### src/rtl/window3x3_pad.sv
// 3x3 window former with border padding.
// Takes one vertical column (top/mid/bot taps) per beat from the padded line buffer
// and emits one 3x3 window per pixel centred on the mid tap. Out-of-frame pixels are
// replaced by PAD_VALUE. One in_ready bubble per line lets the right-edge window
// (whose right column is padding) be produced without an incoming column.
module window3x3_pad #(
    parameter int DATA_WIDTH   = 8,
    parameter int LINE_WORDS   = 10,
    parameter int FRAME_HEIGHT = 8,
    parameter int PAD_VALUE    = 0
) (
    input  logic                    clk,
    input  logic                    rst_n,
    input  logic                    frame_start,
    input  logic                    in_valid,
    output logic                    in_ready,
    input  logic [DATA_WIDTH-1:0]   in_top,
    input  logic [DATA_WIDTH-1:0]   in_mid,
    input  logic [DATA_WIDTH-1:0]   in_bot,
    output logic [9*DATA_WIDTH-1:0] out_window,
    output logic                    out_valid,
    output logic                    out_sol,
    output logic                    out_eol,
    output logic                    out_eof
);

    localparam int CW = $clog2(LINE_WORDS);
    localparam int RW = $clog2(FRAME_HEIGHT);
    localparam logic [CW-1:0]         COL_LAST = CW'(LINE_WORDS - 1);
    localparam logic [RW-1:0]         ROW_LAST = RW'(FRAME_HEIGHT - 1);
    localparam logic [DATA_WIDTH-1:0] PAD      = DATA_WIDTH'(PAD_VALUE);

    typedef enum logic {
        ST_RUN   = 1'b0,
        ST_FLUSH = 1'b1
    } state_t;

    // Column layout: index 2 = top (row r-1), 1 = mid (row r), 0 = bot (row r+1).
    typedef logic [2:0][DATA_WIDTH-1:0] column_t;

    state_t                  state_reg, state_next;
    logic [CW-1:0]           col_reg, col_next;
    logic [RW-1:0]           row_reg, row_next;
    column_t                 l_reg, l_next;
    column_t                 c_reg, c_next;
    logic [9*DATA_WIDTH-1:0] win_reg, win_next;
    logic                    valid_reg, valid_next;
    logic                    sol_reg, sol_next;
    logic                    eol_reg, eol_next;
    logic                    eof_reg, eof_next;

    logic                    beat;
    logic [RW-1:0]           mask_row;
    column_t                 tap_in;
    logic [2:0]              tap_pad;
    column_t                 n_col;
    column_t                 pad_col;
    logic [9*DATA_WIDTH-1:0] win_run;
    logic [9*DATA_WIDTH-1:0] win_flush;

    assign in_ready = (state_reg == ST_RUN);
    assign beat     = in_valid && in_ready;

    // A frame_start beat is row 0 regardless of where the counters were.
    assign mask_row = frame_start ? '0 : row_reg;
    assign tap_in   = {in_top, in_mid, in_bot};
    assign tap_pad  = {(mask_row == '0), 1'b0, (mask_row == ROW_LAST)};
    assign pad_col  = {PAD, PAD, PAD};

    generate
        for (genvar gi = 0; gi < 3; gi++) begin : g_tap
            // Replace the tap that falls above/below the frame with padding.
            assign n_col[gi] = tap_pad[gi] ? PAD : tap_in[gi];

            // Window row gi (0 = top) is tap index 2-gi taken from L, C and the right column.
            assign win_run[(2-gi)*3*DATA_WIDTH +: 3*DATA_WIDTH] =
                {l_reg[2-gi], c_reg[2-gi], n_col[2-gi]};
            assign win_flush[(2-gi)*3*DATA_WIDTH +: 3*DATA_WIDTH] =
                {l_reg[2-gi], c_reg[2-gi], PAD};
        end
    endgenerate

    // Next-state logic: column shifting, window capture, counters and flush sequencing.
    always_comb begin
        state_next = state_reg;
        col_next   = col_reg;
        row_next   = row_reg;
        l_next     = l_reg;
        c_next     = c_reg;
        win_next   = win_reg;
        valid_next = 1'b0;
        sol_next   = sol_reg;
        eol_next   = eol_reg;
        eof_next   = eof_reg;

        if (frame_start) begin
            // Restart the frame; any pending flush is abandoned.
            state_next = ST_RUN;
            col_next   = '0;
            row_next   = '0;
            if (beat) begin
                c_next   = n_col;
                l_next   = pad_col;
                col_next = CW'(1);
            end
        end else begin
            case (state_reg)
                ST_RUN: begin
                    if (beat) begin
                        if (col_reg == '0) begin
                            // First column of a line: nothing to emit yet, left edge is padding.
                            c_next   = n_col;
                            l_next   = pad_col;
                            col_next = CW'(1);
                        end else begin
                            win_next   = win_run;
                            valid_next = 1'b1;
                            sol_next   = (col_reg == CW'(1));
                            eol_next   = 1'b0;
                            eof_next   = 1'b0;
                            l_next     = c_reg;
                            c_next     = n_col;
                            if (col_reg == COL_LAST) begin
                                state_next = ST_FLUSH;
                            end else begin
                                col_next = col_reg + CW'(1);
                            end
                        end
                    end
                end
                ST_FLUSH: begin
                    // Right-edge window: no incoming column, right side is padding.
                    win_next   = win_flush;
                    valid_next = 1'b1;
                    sol_next   = 1'b0;
                    eol_next   = 1'b1;
                    eof_next   = (row_reg == ROW_LAST);
                    col_next   = '0;
                    row_next   = (row_reg == ROW_LAST) ? '0 : row_reg + RW'(1);
                    state_next = ST_RUN;
                end
                default: begin
                    state_next = ST_RUN;
                end
            endcase
        end
    end

    // State and output registers with asynchronous active-low reset.
    always_ff @(posedge clk or negedge rst_n) begin
        if (!rst_n) begin
            state_reg <= ST_RUN;
            col_reg   <= '0;
            row_reg   <= '0;
            l_reg     <= {PAD, PAD, PAD};
            c_reg     <= {PAD, PAD, PAD};
            win_reg   <= '0;
            valid_reg <= 1'b0;
            sol_reg   <= 1'b0;
            eol_reg   <= 1'b0;
            eof_reg   <= 1'b0;
        end else begin
            state_reg <= state_next;
            col_reg   <= col_next;
            row_reg   <= row_next;
            l_reg     <= l_next;
            c_reg     <= c_next;
            win_reg   <= win_next;
            valid_reg <= valid_next;
            sol_reg   <= sol_next;
            eol_reg   <= eol_next;
            eof_reg   <= eof_next;
        end
    end

    assign out_window = win_reg;
    assign out_valid  = valid_reg;
    assign out_sol    = sol_reg;
    assign out_eol    = eol_reg;
    assign out_eof    = eof_reg;

endmodule
### config.mk
export PLATFORM = sky130hd
export DESIGN_NAME = window3x3_pad
export DESIGN_NICKNAME = d
export VERILOG_FILES = /design/src/rtl/window3x3_pad.sv
export SDC_FILE = /design/constraint.sdc
export NUM_CORES = 1
export LEC_CHECK = 0
export CORE_UTILIZATION = 51
export CTS_CLUSTER_DIAMETER = 60
export DETAILED_ROUTE_END_ITERATION = 10
export PLACE_DENSITY = 0.79
export SYNTH_ARGS = -nofsm -noshare
export SYNTH_HDL_FRONTEND = slang
export SYNTH_SLANG_ARGS = --single-unit
### constraint.sdc
create_clock -name clk -period 2.5 [get_ports clk]
set_clock_uncertainty 0.1 [all_clocks]
set_input_delay 0.75 -clock clk [delete_from_list [all_inputs] [get_ports clk]]
set_output_delay 0.75 -clock clk [all_outputs]
set_load 0.02 [all_outputs]
======== Word-level counts from Yosys, hierarchy flattened ========
Cells that the tools add are included.
W data, S select, Z words.
word-level totals
  register bits after elaboration ......... 132
  input bits .............................. 28
  output and inout port bits .............. 77
  logic and storage cells ................. 73
cells by class
  add/subtract/negate cells ............... 2
  equal/unequal tests ..................... 9
  multiplexer cells ....................... 39
  bitwise logic cells ..................... 2
  reduce and logical (&&, ||, !) cells .... 7
operators with widths
  cell                   count
  $mux W24               8
  $mux W72               2
  $pmux W72 S2           1
  $mux W4                4
  $mux W8                2
  $mux W1                12
  $mux W3                4
  $pmux W1 S2            5
  $pmux W4 S2            1
  $eq A3 B3 Y1 const B   2
  $add A4 B1 Y4 const B  1
  $eq A4 B1 Y1 const B   1
  $eq A4 B4 Y1 const B   1
  $logic_not A4 Y1       1
  $ne A2 B2 Y1 const B   2
  $ne A4 B4 Y1 const B   1
  $reduce_and A2 Y1      2
  $add A3 B1 Y3 const B  1
  $logic_not A3 Y1       1
  $ne A3 B2 Y1 const B   1
  $reduce_and A3 Y1      1
  $ne A2 B1 Y1 const B   1
  $not A1 Y1             2
  $reduce_bool A2 Y1     1
  $logic_and A1 B1 Y1    1

======== Longest topological paths before layout ========
Gate-level depths: netlist of the first run.
  word-level depth ........................ 6
  gate-level depth with buffers ........... 8
  depth with buffers taken out ............ 6

======== Least setup slack after synthesis of the first run ========
No wires, ideal clock.
  kind .................................... reg-to-reg
  start point ............................. reg col_reg[0]
  end point ............................... reg win_reg[16], in the netlist out_window[16]
  library setup time ...................... 0.125 ns
  arrival ................................. 1.747 ns
  required time ........................... 2.275 ns
  setup slack ............................. 0.528 ns
  stages on the path, launching flop included .. 8
  path buffers ............................ 1
  clock period less this slack ............ 1.972 ns
  cell sequence ........................... dfrtp_1 -> inv_1 -> ha_1 -> nor4b_1 -> or3_4 -> buf_6 -> inv_2 -> mux2_2
between the ends
  word-level cells in the longest chain between the ends .. 3
ends and longest elaborated chain
  element                             line  source
  start, declared                     42    logic [CW-1:0] col_reg, col_next;
  start signal, assigned              164   col_reg <= col_next;
  $logic_not A4 Y1                    110   if (col_reg == '0) begin
  $ne A2 B2 Y1 (no source line)       -
  $reduce_and A3 Y1 (no source line)  -
  end signal, assigned                168   win_reg <= win_next;
  end, declared                       46    logic [9*DATA_WIDTH-1:0] win_reg, win_next;
Every way passes these cells.
A chain may end at the register's enable or synchronous reset.

======== Worst setup path in the final report of the first run ========
  start point ............................. reg win_reg[14], in the netlist out_window[14]
  end point ............................... out out_window[14]
RTL lines
  element        line  source
  end, declared  20    output logic [9*DATA_WIDTH-1:0] out_window,
No word-level cell between the ends.

==> results of run 1 <==
## cells in the final DEF (no fill, tap or decap), types with 2 or more instances in the layout
master	count
clkinv_2	2
dfrtp_1	132
nor3_1	3
inv_6	3
clkdlybuf4s50_1	102
ha_1	5
nor2_1	9
buf_4	11
clkbuf_16	16
o21ai_0	8
nand3_1	8
a22o_1	32
mux2i_1	2
nand2_1	61
a32o_1	17
buf_12	5
clkinv_4	5
mux2_4	14
bufinv_16	3
mux2_2	35
a21oi_1	2
inv_1	3
## metal layers
layer	share of wire, %	global-route usage, %	vias to the layer above
met5	0	0	-
met2	50	39.24	86
li1	-	-	1579
met1	44	30.80	1826
met3	3.3	6.703	23
met4	2.2	9.341	0
## cell families after synthesis
kind of cell | after synthesis | share of synthesized area (%)
XOR/XNOR | 1 | 0.1710
adder cells (fa/ha/maj) | 5 | 1.221
multiplexers | 51 | 12.19
AND/OR/NAND/NOR | 97 | 8.645
flip-flops | 132 | 64.47
AO/OA/AOI/OAI | 63 | 10.43
buffers and inverters | 30 | 2.881
## power breakdown
group | leakage (nW) | internal, mW | switching, mW | total (mW)
Combinational | 1.27 | 0.588 | 0.529 | 1.12
Clock | 0.290 | 1.53 | 0.940 | 2.47
Sequential | 1.74 | 2.37 | 0.148 | 2.52
## metrics by stage
step                power (mW)  instance area [sq um]  utilization, %
detailed placement       3.664                   6377           65.25
finish                   6.104                   6972           71.33
global route             6.341                   6972           71.33
global placement         3.637                   6377           65.25
floorplan                3.095                   5124               -
CTS                      6.153                   6972           71.33
## final timing paths
kind,to,depth (start not counted),from
worst min register to register,l_reg[12],2,l_reg[12]
min in group clk,l_reg[12],2,l_reg[12]
worst max-delay path,out_window[14],1,out_window[14]
worst max register to register,out_window[19],6,col_reg[0]
worst min-delay path,out_window[34],1,rst_n
max in group asynchronous,out_window[57],2,rst_n
## layout make-up
cell class,instances,share of cell area [%]
multi-input combinational,217,24.08
inverter,4,0.2154
clock buffer,18,5.994
clock inverter,14,2.548
tap,133,2.387
timing repair buffer,119,17.39
sequential,132,47.38
==> metrics.md, run 1 <==
| Metric | Value |
|---|---|
| Vias | `3514` |
| Hold_buf cts | `0` |
| First-pass GRT wire length | `18.53 mm` |
| Std-Cell Rows | `36` |
| Maximum vdd drop | `0.4380 mV` |
| Worst Hold Class | `in -> async` |
| Nets | `524` |
| Crit path DAT | `1.54 ns` |
| Largest register FFs | `72` |
| Clock Pin Slew Worst Setup and Hold Paths | `0.06 ns` |
| Core region area | `9774 sq um` |
| Number of global-route vias before repair | `3659` |
| Gr ovfl total | `0` |
| TritonRoute pass-1 iters | `4` |
| Synth top area cells | `dfrtp_1, mux2_2, a22o_1` |
| Final Wtd Congestion | `0.7951` |
| CP max stage delay | `0.63 ns` |
| WL per Instance | `17.95 um` |
| GR Util All Layers | `24.08%` |
| Critical path launch point type | `flip-flop` |
| CP Data Required Time | `1.65 ns` |
| H-tree level count | `4` |
| Total negative slack | `0 ns` |
| Setup ws final | `0.1133 ns` |
| Post-synth top cells | `dfrtp_1, nand2_1, mux2_2` |
| # fillers | `664` |
| Synth area leader | `dfrtp_1` |
| Cell Pwr Density | `875.6 nW/um^2` |
| FF/Latch Area | `3303 sq um` |
| Syn Area/Cell | `13.52 sq um` |
| Clock Tree Root | `clkbuf_8` |
| RSZ-0062 raised after global routing | `no` |
| IO Count | `105` |
| Clock sink count | `132` |
| Area of the multi-input gates | `1679 sq um` |
| Die footprint | `10450 sq um` |
| Die W | `102.2 um` |
| Postcts setup bufs | `0` |
| Status | `completed` |
| Kind of critical path | `reg -> out` |
| Mapped cell area | `5124 sq um` |
| Register area share after synthesis | `64.47%` |
| Initial antenna violation count | `0` |
| Slowest CP cell | `clkdlybuf4s50_1` |
| Layout cells sized above 1 | `20.44%` |
| Initial Util | `52.42%` |
| Yosys Warn Count | `0` |
| Synth unique cells | `38` |
| Final hold vios | `0` |
| Detailed-placement wirelength estimate | `7.196 mm` |
| Asr flop ratio synth | `100.0%` |
| Synth Flop Type | `dfrtp_1` |
| Crit. End Element | `primary output` |
| Area grow syn2layout | `36.07%` |
| CTS max path bufs | `2` |
| Final Setup Violations | `0` |
| DRC Markers | `0` |
| Post-cts sizing count | `1` |
| Final Non-Filler Cells | `637` |
| Inst Count DP | `605` |
| Crit path cell chain | `clkdlybuf4s50_1` |
| Worst skew pair latency | `0.52 ns` |
| CP delay by family, top | `buffers and inverters` |
| F_max | `0.4190 GHz` |
| Total wire length | `11.44 mm` |
| Period utilization | `95.47%` |
| Most numerous cell in the Yosys netlist | `dfrtp_1` |
| Synthesized Nets | `412` |
| Ant diodes | `0` |
| Max-slew headroom | `61.99%` |
| FF+latch count, synth | `132` |
| Initial DRC Count | `133` |
| TritonCTS Buffers | `17` |
| Cells after synthesis | `379` |
| Lkg Pwr | `3.297 nW` |
| Number of synthesized flops with an enable pin | `0` |
| Via/cell ratio | `5.516` |
| Die H | `102.2 um` |
| PortBufs | `104` |
| Worst path bufs/invs | `1` |
| Flop-to-flop setup slack | `0.44 ns` |
| Slew Limit Fails | `0` |
| Detail Route Antenna Nets | `0` |
| Post-synth top area share | `64.47%` |
| Hold WS | `0.1158 ns` |
| Pin count of the biggest net entering global routing | `50` |
| TritonCTS clock tree | `built` |
| Max-cap violations | `0` |
| Fin crit period | `2.387 ns` |
| Pre-CTS WS | `0.03494 ns` |
| Slew @ Worst Pin | `0.5681 ns` |
| CP Max Fanout | `2` |
Note: power is estimated with default switching activity, not from simulation.
==> run 2: changes to the inputs <==
Clock period 2.5 ns to 2.2 ns, I/O delays scaled along.
==> metrics.md, run 2 (same netlist as run 1, synthesis figures left out) <==
| Metric | Value |
|---|---|
| TritonCTS Buffers | `17 (unchanged)` |
| CP max stage delay | `0.43 ns (was 0.63 ns)` |
| Lkg Pwr | `3.619 nW (was 3.297 nW)` |
| Area grow syn2layout | `36.24% (was 36.07%)` |
| IO Count | `105 (unchanged)` |
| Worst skew pair latency | `0.52 ns (about the same)` |
| Die H | `102.2 um (unchanged)` |
| Pre-CTS WS | `-0.1716 ns (was 0.03494 ns)` |
| Hold WS | `0.1405 ns (was 0.1158 ns)` |
| F_max | `0.4704 GHz` |
| Maximum vdd drop | `0.5248 mV (was 0.4380 mV)` |
| Setup ws final | `0.07402 ns (was 0.1133 ns)` |
| TritonRoute pass-1 iters | `5 (was 4)` |
| Worst Hold Class | `in -> async (unchanged)` |
| Max-cap violations | `0 (unchanged)` |
| TritonCTS clock tree | `built (unchanged)` |
| Slew Limit Fails | `0 (unchanged)` |
| Final Setup Violations | `0 (unchanged)` |
| Detail Route Antenna Nets | `0 (unchanged)` |
| Largest register FFs | `72 (unchanged)` |
| WL per Instance | `17.69 um (was 17.95 um)` |
| Final hold vios | `0 (unchanged)` |
| Ant diodes | `0 (unchanged)` |
| Core region area | `9774 sq um (unchanged)` |
| Initial Util | `52.42% (unchanged)` |
| Worst path bufs/invs | `2 (was 1)` |
| Number of global-route vias before repair | `3616 (was 3659)` |
| Cell Pwr Density | `1020 nW/um^2 (was 875.6 nW/um^2)` |
| Clock Tree Root | `clkbuf_8 (unchanged)` |
| CP delay by family, top | `simple AND/OR/NAND/NOR gates (was buffers and inverters)` |
| Die footprint | `10450 sq um (unchanged)` |
| CTS max path bufs | `2 (unchanged)` |
| Max-slew headroom | `55.11% (was 61.99%)` |
| Vias | `3523 (was 3514)` |
| Kind of critical path | `reg -> reg (was reg -> out)` |
| Clock Pin Slew Worst Setup and Hold Paths | `0.06 ns (about the same)` |
| Detailed-placement wirelength estimate | `6.999 mm (was 7.196 mm)` |
| First-pass GRT wire length | `18.37 mm (was 18.53 mm)` |
| Most frequent cells in the layout | `dfrtp_1, dlygate4sd2_1, nand2_1 (was dfrtp_1, clkdlybuf4s50_1, nand2_1)` |
| Initial antenna violation count | `0 (unchanged)` |
| Pin count of the biggest net entering global routing | `133 (was 50)` |
| Final Wtd Congestion | `0.8219 (was 0.7951)` |
| Nets | `526 (was 524)` |
| Slowest CP cell | `dfrtp_1 (was clkdlybuf4s50_1)` |
| CP Max Fanout | `10 (was 2)` |
| Slew @ Worst Pin | `0.6734 ns (was 0.5681 ns)` |
| Layout cells sized above 1 | `21.34% (was 20.44%)` |
| Crit path DAT | `2.43 ns (was 1.54 ns)` |
| Commonest non-fill, non-tap cell in the layout | `dfrtp_1 (unchanged)` |
| Gr ovfl total | `0 (unchanged)` |
| Period utilization | `96.64%` |
| RSZ-0062 raised after global routing | `no (unchanged)` |
| Critical path launch point type | `flip-flop (unchanged)` |
| Crit path cell chain | `inv_1 > ha_1 > nor4b_2 > or3_4 > inv_2 > mux2_2 (was clkdlybuf4s50_1)` |
| Die W | `102.2 um (unchanged)` |
| Total wire length | `11.30 mm (was 11.44 mm)` |
| Clock sink count | `132 (unchanged)` |
| Fin crit period | `2.126 ns` |
| Std-Cell Rows | `36 (unchanged)` |
| CP Data Required Time | `2.51 ns (was 1.65 ns)` |
| PortBufs | `104 (unchanged)` |
| Initial DRC Count | `187 (was 133)` |
| DRC Markers | `0 (unchanged)` |
| Via/cell ratio | `5.513 (was 5.516)` |
| Status | `completed (unchanged)` |
| GR Util All Layers | `23.76% (was 24.08%)` |
| Crit. End Element | `flip-flop (was primary output)` |
| H-tree level count | `4 (unchanged)` |
| Flop-to-flop setup slack | `0.07 ns (was 0.44 ns)` |
-- run 2: cell types whose count changed in the layout (fill, tap and decap cells not counted), moves of 2 or more --
cell	delta
clkinv_4	-5
inv_6	-3
dlygate4sd2_1	+75
clkbuf_8	+6
clkdlybuf4s50_1	-76
bufinv_16	+2
-- run 2: what timing repair did --
action / in CTS / in global routing
endpoints found under the setup margin: 77 / 5
hold endpoints to repair: 0 / 0
gates resized for setup: 79 / 2
hold buffers: 0 / 0
buffers inserted: 0 / 0
-- run 2: worst register-to-register path: cells and delay by family (launching register included) --
kind                       cells  cell delay (ns)
adders and majority gates      1             0.23
buffers and inverters          2             0.28
DFF                            1             0.43
muxes                          1             0.37
and+or+nand+nor                2             0.60
-- run 2: power by group --
group	internal, mW	switching, mW
Clock	2.13	0.992
Combinational	0.530	0.608
Sequential	2.69	0.162
Total	5.36	1.76
-- run 2: cell type report --
type / instances / area (sq um)
clock buffers: 24 / 500.5
inverters: 4 / 15.01
well taps: 133 / 166.4
multi-input cells: 217 / 1685
clock inverters: 8 / 167.7
flip-flops and latches: 132 / 3304
fillers: 688 / 2794
repair buffers: 121 / 1141
-- run 2: layer usage --
| metal | wire length (um) | vias to the layer above | global-route usage, % |
|---|---|---|---|
| li1 | - | 1597 | - |
| met4 | 302 | 0 | 10.44 |
| met1 | 4823 | 1797 | 31.20 |
| met3 | 547 | 27 | 6.430 |
| met5 | 0 | - | 0 |
| met2 | 5631 | 102 | 37.33 |
-- run 2: stage by stage --
step | TNS (ns) | total power [mW] | utilization [%] | instances | instance area, sq um
finish | 0 | 7.119 | 71.42 | 639 | 6980
global route | 0 | 7.379 | 71.42 | 639 | 6980
CTS | 0 | 7.167 | 71.40 | 639 | 6979
detailed placement | -8.227 | 4.177 | 65.53 | 607 | 6405
global placement | -5.934 | 4.138 | 65.53 | 607 | 6405
floorplan | 0 | 3.517 | - | 379 | 5124
-- run 2: path summary, 6_finish.rpt --
kind                                     from  cells past startpoint             end
worst max-delay path               col_reg[0]                      6  out_window[18]
worst min-delay path                    rst_n                      2  out_window[42]
worst max register to register     col_reg[0]                      6  out_window[18]
worst min register to register  out_window[2]                      1   out_window[2]
max in group asynchronous               rst_n                      2       state_reg
min in group clk                out_window[2]                      1   out_window[2]
